<file path="config.mk">
export PLATFORM = sky130hd
export DESIGN_NAME = led_trail_driver
export DESIGN_NICKNAME = d
export VERILOG_FILES = /design/src/rtl/led_trail_driver.sv
export SDC_FILE = /design/constraint.sdc
export NUM_CORES = 1
export LEC_CHECK = 0
export BUFFER_PORTS_ARGS = -buffer_cell sky130_fd_sc_hd__buf_2
export CAP_MARGIN = 10
export CORE_AREA = 10 10 158 160
export CTS_CLUSTER_DIAMETER = 60
export DETAILED_ROUTE_END_ITERATION = 6
export DIE_AREA = 0 0 168 170
export PLACE_DENSITY = 0.51
export SYNTH_ARGS = -nofsm -noshare
export SYNTH_HDL_FRONTEND = slang
export SYNTH_SLANG_ARGS = --single-unit
</file>
<file path="constraint.sdc">
create_clock -name cin -period 2.6 [get_ports cin]
set_input_delay 0.26 -clock cin [delete_from_list [all_inputs] [get_ports cin]]
set_output_delay 0.26 -clock cin [all_outputs]
set_load 0.05 [all_outputs]
</file>
<file path="src/rtl/led_trail_driver.sv">
// Nine-LED fading trail with PWM dimming and a wrap indicator on LED9.
// The position comes from an upstream counter; each accepted move relights its LED at full brightness.

module led_trail_lane (
  input  logic       cin,
  input  logic       rst_n,
  input  logic       en,
  input  logic       load,
  input  logic       dec,
  input  logic [2:0] pwm_cnt,
  output logic       led
);
  logic [2:0] level;

  always_ff @(posedge cin) begin
    if (!rst_n) begin
      level <= '0;
      led   <= 1'b0;
    end else if (en) begin
      // Compare against the pre-update level: one cycle from level to pin
      led <= (level > pwm_cnt);
      if (load)
        level <= 3'd7;
      else if (dec && level != 3'd0)
        level <= level - 3'd1;
    end else begin
      led <= 1'b0;
    end
  end
endmodule

module led_trail_driver #(
  parameter logic [31:0] PWM_DIV     = 32'd5000,
  parameter logic [31:0] DECAY_TICKS = 32'd2500000,
  parameter logic [31:0] WRAP_HOLD   = 32'd12500000
) (
  input  logic       cin,
  input  logic       rst_n,
  input  logic       en,
  input  logic [3:0] count,
  output logic [9:0] led,
  output logic       step_pulse,
  output logic       wrap_pulse,
  output logic       bad_count
);
  localparam int NUM_LANES = 9;

  logic [3:0]           count_q;
  logic [2:0]           pwm_cnt;
  logic [31:0]          pwm_psc;
  logic [31:0]          dec_psc;
  logic [31:0]          wrap_tmr;
  logic                 wrap_led;
  logic                 pwm_tick;
  logic                 dec_tick;
  logic                 accept;
  logic                 wrap;
  logic [3:0]           head_nxt;
  logic [NUM_LANES-1:0] lane_load;
  logic [NUM_LANES-1:0] lane_dec;
  logic [NUM_LANES-1:0] lane_led;

  assign pwm_tick = (pwm_psc == PWM_DIV - 32'd1);
  assign dec_tick = (dec_psc == DECAY_TICKS - 32'd1);
  assign accept   = en && (count <= 4'd8) && (count != count_q);
  assign wrap     = accept && (count < count_q);
  // Decay skips the head after this edge, so a coinciding step decays the old head
  assign head_nxt = accept ? count : count_q;

  genvar i;
  generate
    for (i = 0; i < NUM_LANES; i++) begin : g_lane
      assign lane_load[i] = accept && (count == 4'(i));
      assign lane_dec[i]  = dec_tick && (head_nxt != 4'(i));

      led_trail_lane u_lane (
        .cin     (cin),
        .rst_n   (rst_n),
        .en      (en),
        .load    (lane_load[i]),
        .dec     (lane_dec[i]),
        .pwm_cnt (pwm_cnt),
        .led     (lane_led[i])
      );
    end
  endgenerate

  always_ff @(posedge cin) begin
    if (!rst_n) begin
      count_q    <= '0;
      pwm_cnt    <= '0;
      pwm_psc    <= '0;
      dec_psc    <= '0;
      wrap_tmr   <= '0;
      wrap_led   <= 1'b0;
      step_pulse <= 1'b0;
      wrap_pulse <= 1'b0;
      bad_count  <= 1'b0;
    end else if (en) begin
      pwm_psc <= pwm_tick ? 32'd0 : pwm_psc + 32'd1;
      if (pwm_tick)
        pwm_cnt <= pwm_cnt + 3'd1;
      dec_psc <= dec_tick ? 32'd0 : dec_psc + 32'd1;
      if (accept)
        count_q <= count;
      step_pulse <= accept;
      wrap_pulse <= wrap;
      wrap_led   <= (wrap_tmr != 32'd0);
      if (wrap)
        wrap_tmr <= WRAP_HOLD;
      else if (wrap_tmr != 32'd0)
        wrap_tmr <= wrap_tmr - 32'd1;
      if (count > 4'd8)
        bad_count <= 1'b1;
    end else begin
      step_pulse <= 1'b0;
      wrap_pulse <= 1'b0;
      wrap_led   <= 1'b0;
    end
  end

  assign led = {wrap_led, lane_led};
endmodule

</file>
After elaboration in Yosys (flattened, before gate mapping)
Index checks and enable logic that the tools add are counted.
{"block": "totals", "mem_count": 0, "in_bits": 7, "rom_bits": 0, "output_inout_bits": 13, "ram_bits": 0, "register_bits": 143, "wordCells": 159, "latchBits": 0}
{"block": "classes", "n_bitwise": 0, "eq_ne": 19, "muxes": 23, "n_lt_le_gt_ge": 12, "mul": 0, "n_addsub": 13, "reduce_logical": 65, "shift": 0, "div_mod_pow": 0}
{"cell": "$mux 32", "n": 4}
{"cell": "$add 32x1->32 const B", "n": 2}
{"cell": "$mux 3", "n": 18}
{"cell": "$eq 32x13->1 const B", "n": 1}
{"cell": "$eq 32x22->1 const B", "n": 1}
{"cell": "$reduce_bool 32->1", "n": 1}
{"cell": "$sub 32x1->32 const B", "n": 1}
{"cell": "$logic_and 1x1->1", "n": 30}
{"cell": "$gt 3x3->1", "n": 9}
{"cell": "$reduce_bool 3->1", "n": 9}
{"cell": "$sub 3x1->3 const B", "n": 9}
{"cell": "$reduce_and 2->1", "n": 13}
{"cell": "$reduce_bool 2->1", "n": 10}
{"cell": "$eq 4x3->1 const B", "n": 4}
{"cell": "$ne 4x3->1 const B", "n": 4}
{"cell": "$eq 4x2->1 const B", "n": 2}
{"cell": "$ne 4x2->1 const B", "n": 2}
{"cell": "$eq 4x1->1 const B", "n": 1}
{"cell": "$eq 4x4->1 const B", "n": 1}
{"cell": "$gt 4x4->1 const B", "n": 1}
{"cell": "$le 4x4->1 const B", "n": 1}
{"cell": "$logic_not 4->1", "n": 1}
{"cell": "$lt 4x4->1", "n": 1}
{"cell": "$mux 4", "n": 1}
{"cell": "5 further kinds", "n": 5}

Longest topological paths before layout
Gate-level depths: netlist (run 1).
{"block": "logic_depth", "depth_word": 9, "ltp_mapped": 10, "depth_no_buf": 8}

Hierarchy
Synthesis (run 1) repeated with hierarchy kept, for this count alone.
{"block": "unflattened", "cells_unflattened": 894, "hier_area_um2": 7663.6}
{"mod": "led_trail_driver", "n_inst": 1, "seq_area_each_um2": 2142.1, "cells_per_inst": 642, "area_each_um2": 5343.9}
{"mod": "led_trail_lane", "n_inst": 9, "seq_area_each_um2": 80.1, "cells_per_inst": 28, "area_each_um2": 257.7}

Worst setup path after synthesis (run 1)
No wires, ideal clock.
{"block": "synth_timing", "kind": "input port to flip-flop", "startpoint": "input port count[0]", "endpoint": "register wrap_tmr[22]", "required_ps": 2484, "t_arrival_ps": 2346, "path_buffers": 1, "path_stages": 9, "slack_ps": 138, "setup_time_ps": 116, "cell_sequence": "clkbuf_1 > inv_1 > ha_1 > nand2b_1 > a211oi_1 > o2111ai_1 > a211oi_1 > a21oi_1 > a31o_2"}
{"block": "synth_via", "elab_chain_len": 6, "word_cells_on_any_way": 9, "cone_classes": "2 x order compare; 1 x eq/ne; 1 x mux; 5 x reduce/logical"}
{"element": "from (decl)", "line_no": "40", "rtl": "input logic [3:0] count,"}
{"element": "$le 4x4->1", "line_no": "65", "rtl": "assign accept = en && (count <= 4'd8) && (count != count_q);"}
{"element": "$logic_and 1x1->1 (2 in series)", "line_no": "65"}
{"element": "$logic_and 1x1->1 (*)", "line_no": "66", "rtl": "assign wrap = accept && (count < count_q);"}
{"element": "$reduce_bool 2->1 (no source line)"}
{"element": "$reduce_and 2->1 (no source line)"}
{"element": "to (signal assigned)", "line_no": "112", "rtl": "wrap_tmr <= wrap_tmr - 32'd1;"}
{"element": "to (decl)", "line_no": "52", "rtl": "logic [31:0] wrap_tmr;"}
Every way passes the cells marked *; elsewhere a longest branch is shown, timed or not.
A chain may end at the register's enable or synchronous reset.

Final worst setup path (run 1)
{"block": "layout_timing", "startpoint": "register wrap_tmr[12]", "endpoint": "register wrap_tmr[5]"}
{"block": "layout_via", "elab_chain_len": 3}
{"element": "$reduce_bool 32->1", "line_no": "111", "rtl": "else if (wrap_tmr != 32'd0)"}
{"element": "$reduce_bool 2->1 (no source line)"}
{"element": "$reduce_and 2->1 (no source line)"}
No other way between the ends.

==> results.sh, run 1 <==
export IMPL_io_pin_count=20
export IMPL_fp_dieW_um=168
export IMPL_total_power_mw=6.493
export IMPL_drt_vias_per_instance=4.902
export IMPL_cp_data_arrival_time_ns=2.68
export IMPL_clockBufferDepth=2
export IMPL_rsz0062_at_grt="no"
export IMPL_wl_met1_mm=8.004
export IMPL_critPathCaptureType="flip-flop"
export IMPL_critPathLaunchType="flip-flop"
export IMPL_post_cts_buffers=0
export IMPL_io_buffers=19
export IMPL_cts_buffers=17
export IMPL_hold_buffers=0
export IMPL_cts_max_level=4
export IMPL_wire_per_inst_um=13.55
export IMPL_layout_nets=925
export IMPL_synth_async_reset_ratio_pct=0
export IMPL_cts_root_buffer="clkbuf_16"
export IMPL_synth_seq_cells=143
export IMPL_die_area_um2=28560
export IMPL_start_util_pct=34.41
export IMPL_wl_met3_um=417
export IMPL_drt_iter0_drc=231
export IMPL_hold_violations=0
export IMPL_critPathMaxFanout=8
export IMPL_place_congestion=0.7792
export IMPL_p_per_area_nw_per_um2=769.3
export IMPL_setup_viol=0
export IMPL_hold_class="in2reg"
export IMPL_worstPathCellList="or4_1 -> or3_1 -> o31ai_4 -> nand4b_1 -> xor2_1 -> a21oi_1"
export IMPL_drc=0
export IMPL_ys_warn_count=0
export IMPL_num_vias=5672
export IMPL_synth_avg_cell_area_um2=8.852
export IMPL_slowest_stage="or4_1"
export IMPL_relSlewSlack_pct=52.35
export IMPL_drtPass1Iterations=5
export IMPL_wirelength_mm=15.68
export IMPL_wl_met2_mm=7.049
export IMPL_grt_max_degree=41
export IMPL_antenna_found_initial=0
export IMPL_max_vdd_ir_drop_uv=267.0
export IMPL_clk_pin_slew_ns=0.06
export IMPL_synth_nets=903
export IMPL_skew_ns=0.009749
export IMPL_worstRegToRegCells=6
export IMPL_critPathMaxStageDelay_ns=0.60
export IMPL_die_y_um=170
export IMPL_fin_util_pct=38.92
export IMPL_critPathKind="reg2reg"
export IMPL_area_growth_pct=13.11
export IMPL_routed_top_layer="met4"
export IMPL_ant_nets=0
export IMPL_row_count=54
export IMPL_core_area_um2=21690
export IMPL_period_needed_ns=2.381
export IMPL_period_share_pct=91.59
export IMPL_ys_flop_type="dfxtp_1"
export IMPL_grt_use_total_pct=11.49
export IMPL_status="completed"
export IMPL_final_max_slew_viol_count=0
export IMPL_cts_tree="yes"
export IMPL_grt_pass1_wl_mm=27.39
export IMPL_yosysSeqAreaShare_pct=38.36
export IMPL_required_ns=2.90
export IMPL_p_leak_nw=3.115
export IMPL_holdPathStages=2
export IMPL_cts_resized=0
export IMPL_synth_edf_count=0
export IMPL_clock_latency_ns=0.43
export IMPL_synth_area_um2=7462
export IMPL_synth_distinct_cells=61
export IMPL_first_global_vias=5616
export IMPL_grt_overflow=0
export IMPL_tns_ns=0
export IMPL_tightest_slew_ns=0.7083
export IMPL_final_layout_size_suffix_gt1_share_pct=11.19
export IMPL_drv_cap=0
export IMPL_syn_instance_count=843
export IMPL_hpwl_mm=11.13
export IMPL_fmax_ghz=0.4199
export IMPL_clock_sinks=143
==> final timing paths <==
path | slack, ns | start | to
setup reg to reg | 0.22 | wrap_tmr[12] | wrap_tmr[5]
hold / removal | 0.22 | rst_n | g_lane[3].u_lane.level[2]
setup / recovery | 0.22 | wrap_tmr[12] | wrap_tmr[5]
hold reg to reg | 0.51 | pwm_psc[27] | pwm_psc[27]
==> worst max-delay path, delay by kind of cell (launching register included) <==
family	cells	cell delay [ns]
and+or+nand+nor	3	1.26
AOI/OAI and AO/OA	2	0.51
DFF	1	0.33
xor gates and xnor gates	1	0.16
==> state kept, by name (all words and copies together) (netlist names), 3 cells and up <==
signal               flops
pwm_psc                 32
count_q                  4
pwm_cnt                  3
g_lane.u_lane.led        9
dec_psc                 32
wrap_tmr                32
g_lane.u_lane.level     27
==> cells in the final DEF, fill, tap and decap left out, drive strengths merged, types with 4 or more instances in the layout <==
cell type / synthesis / layout
nand3: 32 / 32
inv: 54 / 55
ha: 53 / 53
and4: 7 / 7
o21ai: 11 / 11
buf: 18 / 42
and2: 5 / 5
xor2: 57 / 57
dfxtp: 143 / 143
or3: 10 / 10
clkbuf: 19 / 19
nand4: 27 / 27
clkinv: 0 / 6
nor4: 20 / 20
a21o: 9 / 9
nor2b: 4 / 4
and3: 8 / 8
nand4b: 4 / 4
a21oi: 52 / 52
nor2: 120 / 120
a311oi: 9 / 9
xnor2: 40 / 40
a311o: 7 / 7
mux2: 16 / 16
mux2i: 4 / 4
or4: 8 / 8
nor4b: 4 / 4
nand2: 44 / 44
o21a: 4 / 4
nor3: 18 / 18
==> area by class of cell <==
class	count	area (µm²)
Timing Repair Buffer	42	292.8
Sequential cell	143	2863
Fill cell	2196	13250
Multi-Input combinational cell	607	4169
Clock buffer	19	442.9
Inverter	54	202.7
Antenna cell	1	2.502
Tap cell	280	350.3
Clock inverter	11	117.6
==> synth_stat cells (3+ instances only) <==
cell type | n | area [µm²]
dfxtp_1 | 143 | 2863
nor2_1 | 120 | 450.4
xor2_1 | 57 | 499.2
inv_1 | 54 | 202.7
ha_1 | 53 | 663.1
a21oi_1 | 52 | 260.3
nand2_1 | 44 | 165.2
xnor2_1 | 40 | 350.3
nand3_1 | 32 | 160.2
nand4_1 | 26 | 162.7
nor4_1 | 20 | 125.1
clkbuf_1 | 18 | 67.56
mux2_1 | 14 | 157.7
nor3_1 | 13 | 65.06
buf_4 | 12 | 90.09
o21ai_0 | 11 | 55.05
or3_1 | 10 | 62.56
a21o_1 | 9 | 67.56
a311oi_1 | 9 | 78.83
and3_1 | 8 | 50.05
a311o_2 | 7 | 78.83
or4_1 | 7 | 52.55
and4_1 | 6 | 52.55
and2_1 | 5 | 31.28
buf_2 | 5 | 25.02
mux2i_1 | 4 | 40.04
nand4b_1 | 4 | 35.03
nor2b_1 | 4 | 25.02
nor3_2 | 4 | 40.04
nor4b_1 | 4 | 35.03
o21a_1 | 4 | 30.03
a211oi_1 | 3 | 22.52
a31oi_1 | 3 | 18.77
nand2b_1 | 3 | 18.77
or2_2 | 3 | 18.77
==> where the power goes <==
group	leakage, nW	total (mW)	switching [mW]	internal, mW
registers	1.16	2.57	0.183	2.38
logic	1.68	1.57	0.936	0.632
clock network	0.275	2.36	0.940	1.42
total	3.11	6.49	2.06	4.43
==> metrics by stage <==
step / setup WS [ns] / hold slack, ns / cells / area [µm²]
final: 0.2187 / 0.2166 / 1157 / 8441
after global placement: 0.1803 / 0.4814 / 1126 / 7878
after global routing: 0.006052 / 0.2242 / 1156 / 8438
after floorplan: 0.1379 / 0.4242 / 843 / 7462
after detailed placement: 0.1914 / 0.5054 / 1126 / 7878
after CTS: 0.1735 / 0.2177 / 1156 / 8438
==> per-layer routing <==
metal  vias up  track usage [%]
met1      2622            14.67
li1       2990                -
met3        18            3.133
met5         -                0
met4         0            3.899
met2        42            18.30
==> cells by family after synthesis <==
group                    synth area share [%]
AO/OA/AOI/OAI                           10.14
XOR/XNOR                                11.39
adder cells (fa/ha/maj)                 8.887
buffers and inverters                   5.768
flip-flops                              38.36
multiplexers                            2.951
AND/OR/NAND/NOR                         22.50
Note: power is estimated with default switching activity, not from simulation.
==> inputs of run 2 (changes only) <==
--- a/config.mk
+++ b/config.mk
@@ -7,11 +7,13 @@
 export LEC_CHECK = 0
 export BUFFER_PORTS_ARGS = -buffer_cell sky130_fd_sc_hd__buf_2
 export CAP_MARGIN = 10
+export CELL_PAD_IN_SITES_DETAIL_PLACEMENT = 0
+export CELL_PAD_IN_SITES_GLOBAL_PLACEMENT = 1
 export CORE_AREA = 10 10 158 160
 export CTS_CLUSTER_DIAMETER = 60
 export DETAILED_ROUTE_END_ITERATION = 6
 export DIE_AREA = 0 0 168 170
-export PLACE_DENSITY = 0.51
+export PLACE_DENSITY = 0.62
 export SYNTH_ARGS = -nofsm -noshare
 export SYNTH_HDL_FRONTEND = slang
 export SYNTH_SLANG_ARGS = --single-unit
==> results.sh, run 2 (synthesis gave the netlist of run 1 again) <==
export IMPL_status="completed"
export IMPL_critPathLaunchType="flip-flop"
export IMPL_num_vias=5680
export IMPL_hold_violations=0
export IMPL_cts_max_level=4
export IMPL_grt_busiest_layer="met2"
export IMPL_max_vdd_ir_drop_uv=498.9
export IMPL_p_leak_nw=3.181
export IMPL_drt_vias_per_instance=4.871
export IMPL_cts_resized=0
export IMPL_final_common_cell="dfxtp_1"
export IMPL_period_share_pct=92.01
export IMPL_fmax_ghz=0.4180
export IMPL_antenna_found_initial=0
export IMPL_n_fill_cell=2243
export IMPL_hpwl_mm=11.57
export IMPL_final_cell_mix="dfxtp_1 (143), nor2_1 (120), xor2_1 (57)"
export IMPL_skew_ns=0.01246
export IMPL_grt_max_degree=33
export IMPL_io_buffers=19
export IMPL_diodes=0
export IMPL_tns_ns=0
export IMPL_wire_per_inst_um=13.88
export IMPL_hold_buffers=0
export IMPL_use_met2_pct=17.82
export IMPL_final_layout_size_suffix_gt1_share_pct=12.30
export IMPL_io_pin_count=20
export IMPL_setup_viol=0
export IMPL_top_regs="dec_psc x32, pwm_psc x32, wrap_tmr x32"
export IMPL_clockBufferDepth=2
export IMPL_final_max_slew_viol_count=0
export IMPL_relSlewSlack_pct=50.15
export IMPL_wirelength_mm=16.18
export IMPL_area_growth_pct=14.82
export IMPL_critPathMaxStageDelay_ns=0.56
export IMPL_rsz0062_at_grt="no"
export IMPL_hold_class="in2reg"
export IMPL_period_needed_ns=2.392
export IMPL_drt_iter0_drc=318
export IMPL_clock_latency_ns=0.42
export IMPL_grt_use_total_pct=11.61
export IMPL_cts_buffers=17
export IMPL_drc=0
export IMPL_tightest_slew_ns=0.7409
export IMPL_use_met3_pct=2.488
export IMPL_slowest_stage="or4b_4"
export IMPL_post_cts_buffers=0
export IMPL_p_per_area_nw_per_um2=795.7
export IMPL_drv_cap=0
export IMPL_drtPass1Iterations=4
export IMPL_clk_pin_slew_ns=0.06
export IMPL_critPathKind="reg2reg"
export IMPL_core_area_um2=21690
export IMPL_placedCellCount=1135
export IMPL_ant_nets=0
export IMPL_grt_overflow=0
export IMPL_critPathMaxFanout=10
export IMPL_place_congestion=0.7790
export IMPL_worstPathCellList="or4b_4 -> nor3_4 -> nand4_4 -> a311o_2 -> mux2_1 -> a21oi_1"
export IMPL_die_area_um2=28560
export IMPL_cts_root_buffer="clkbuf_16"
export IMPL_critPathCaptureType="flip-flop"
export IMPL_cts_tree="yes"
export IMPL_start_util_pct=34.41
export IMPL_fp_dieW_um=168
export IMPL_die_y_um=170
export IMPL_clock_sinks=143
export IMPL_grt_pass1_wl_mm=27.59
export IMPL_first_global_vias=5559
export IMPL_cp_data_arrival_time_ns=2.74
export IMPL_gr_usage_met1_pct=15.57
export IMPL_instances_no_fill=1166
export IMPL_layout_nets=934
export IMPL_row_count=54
export IMPL_required_ns=2.94
[run 2: cell types whose count changed in the layout (fill, tap and decap cells not counted)]
cell / before / now
clkbuf_8: 1 / 2
clkbuf_1: 1 / 0
clkinv_4: 1 / 2
bufinv_16: 2 / 4
clkinvlp_4: 2 / 3
inv_6: 1 / 2
diode_2: 1 / 0
buf_4: 21 / 31
buf_12: 2 / 1
clkinv_2: 5 / 1
[run 2: final timing paths]
path / from / end / slack [ns] / cells after the start
hold / removal: rst_n / g_lane[3].u_lane.level[1] / 0.20 / 2
setup reg to reg: dec_psc[25] / g_lane[4].u_lane.level[2] / 0.21 / 6
setup / recovery: dec_psc[25] / g_lane[4].u_lane.level[2] / 0.21 / 6
hold reg to reg: wrap_tmr[16] / wrap_tmr[16] / 0.51 / 2
[run 2: worst max-delay path, delay by kind of cell (launching register included)]
family | cells | cell delay [ns]
compound gates | 2 | 0.61
flops | 1 | 0.34
mux | 1 | 0.32
simple gates | 3 | 1.04
[run 2: area by class of cell]
type / count / area [µm²] / share of cell area, %
multi-input cells: 607 / 4169 / 48.66
flip-flops and latches: 143 / 2863 / 33.41
clock buffers: 19 / 452.9 / 5.286
well taps: 280 / 350.3 / 4.089
repair buffers: 51 / 347.8 / 4.060
inverters: 54 / 202.7 / 2.366
clock inverters: 12 / 182.7 / 2.132
[run 2: per-stage QoR]
stage | util, % | setup WS (ns) | hold slack (ns) | total power, mW | area (µm²)
after floorplan | - | 0.1379 | 0.4242 | 3.783 | 7462
after global placement | 36.58 | 0.2143 | 0.4968 | 4.238 | 7933
after detailed placement | 36.58 | 0.1938 | 0.5023 | 4.226 | 7933
after CTS | 39.51 | 0.1954 | 0.1871 | 6.908 | 8568
after global routing | 39.51 | 0.04833 | 0.2111 | 7.236 | 8568
final | 39.51 | 0.2077 | 0.2023 | 6.818 | 8568
[run 2: layer usage]
layer | vias to the layer above | wire length [µm]
met5 | - | 0
met4 | 0 | 233
met3 | 17 | 473
met2 | 51 | 7083
met1 | 2609 | 8390
li1 | 3003 | -
[run 2: power by group]
group | internal (mW) | switching, mW | leakage, nW
registers | 2.38 | 0.182 | 1.16
logic | 0.676 | 0.947 | 1.72
clock network | 1.66 | 0.971 | 0.302
total | 4.72 | 2.10 | 3.18
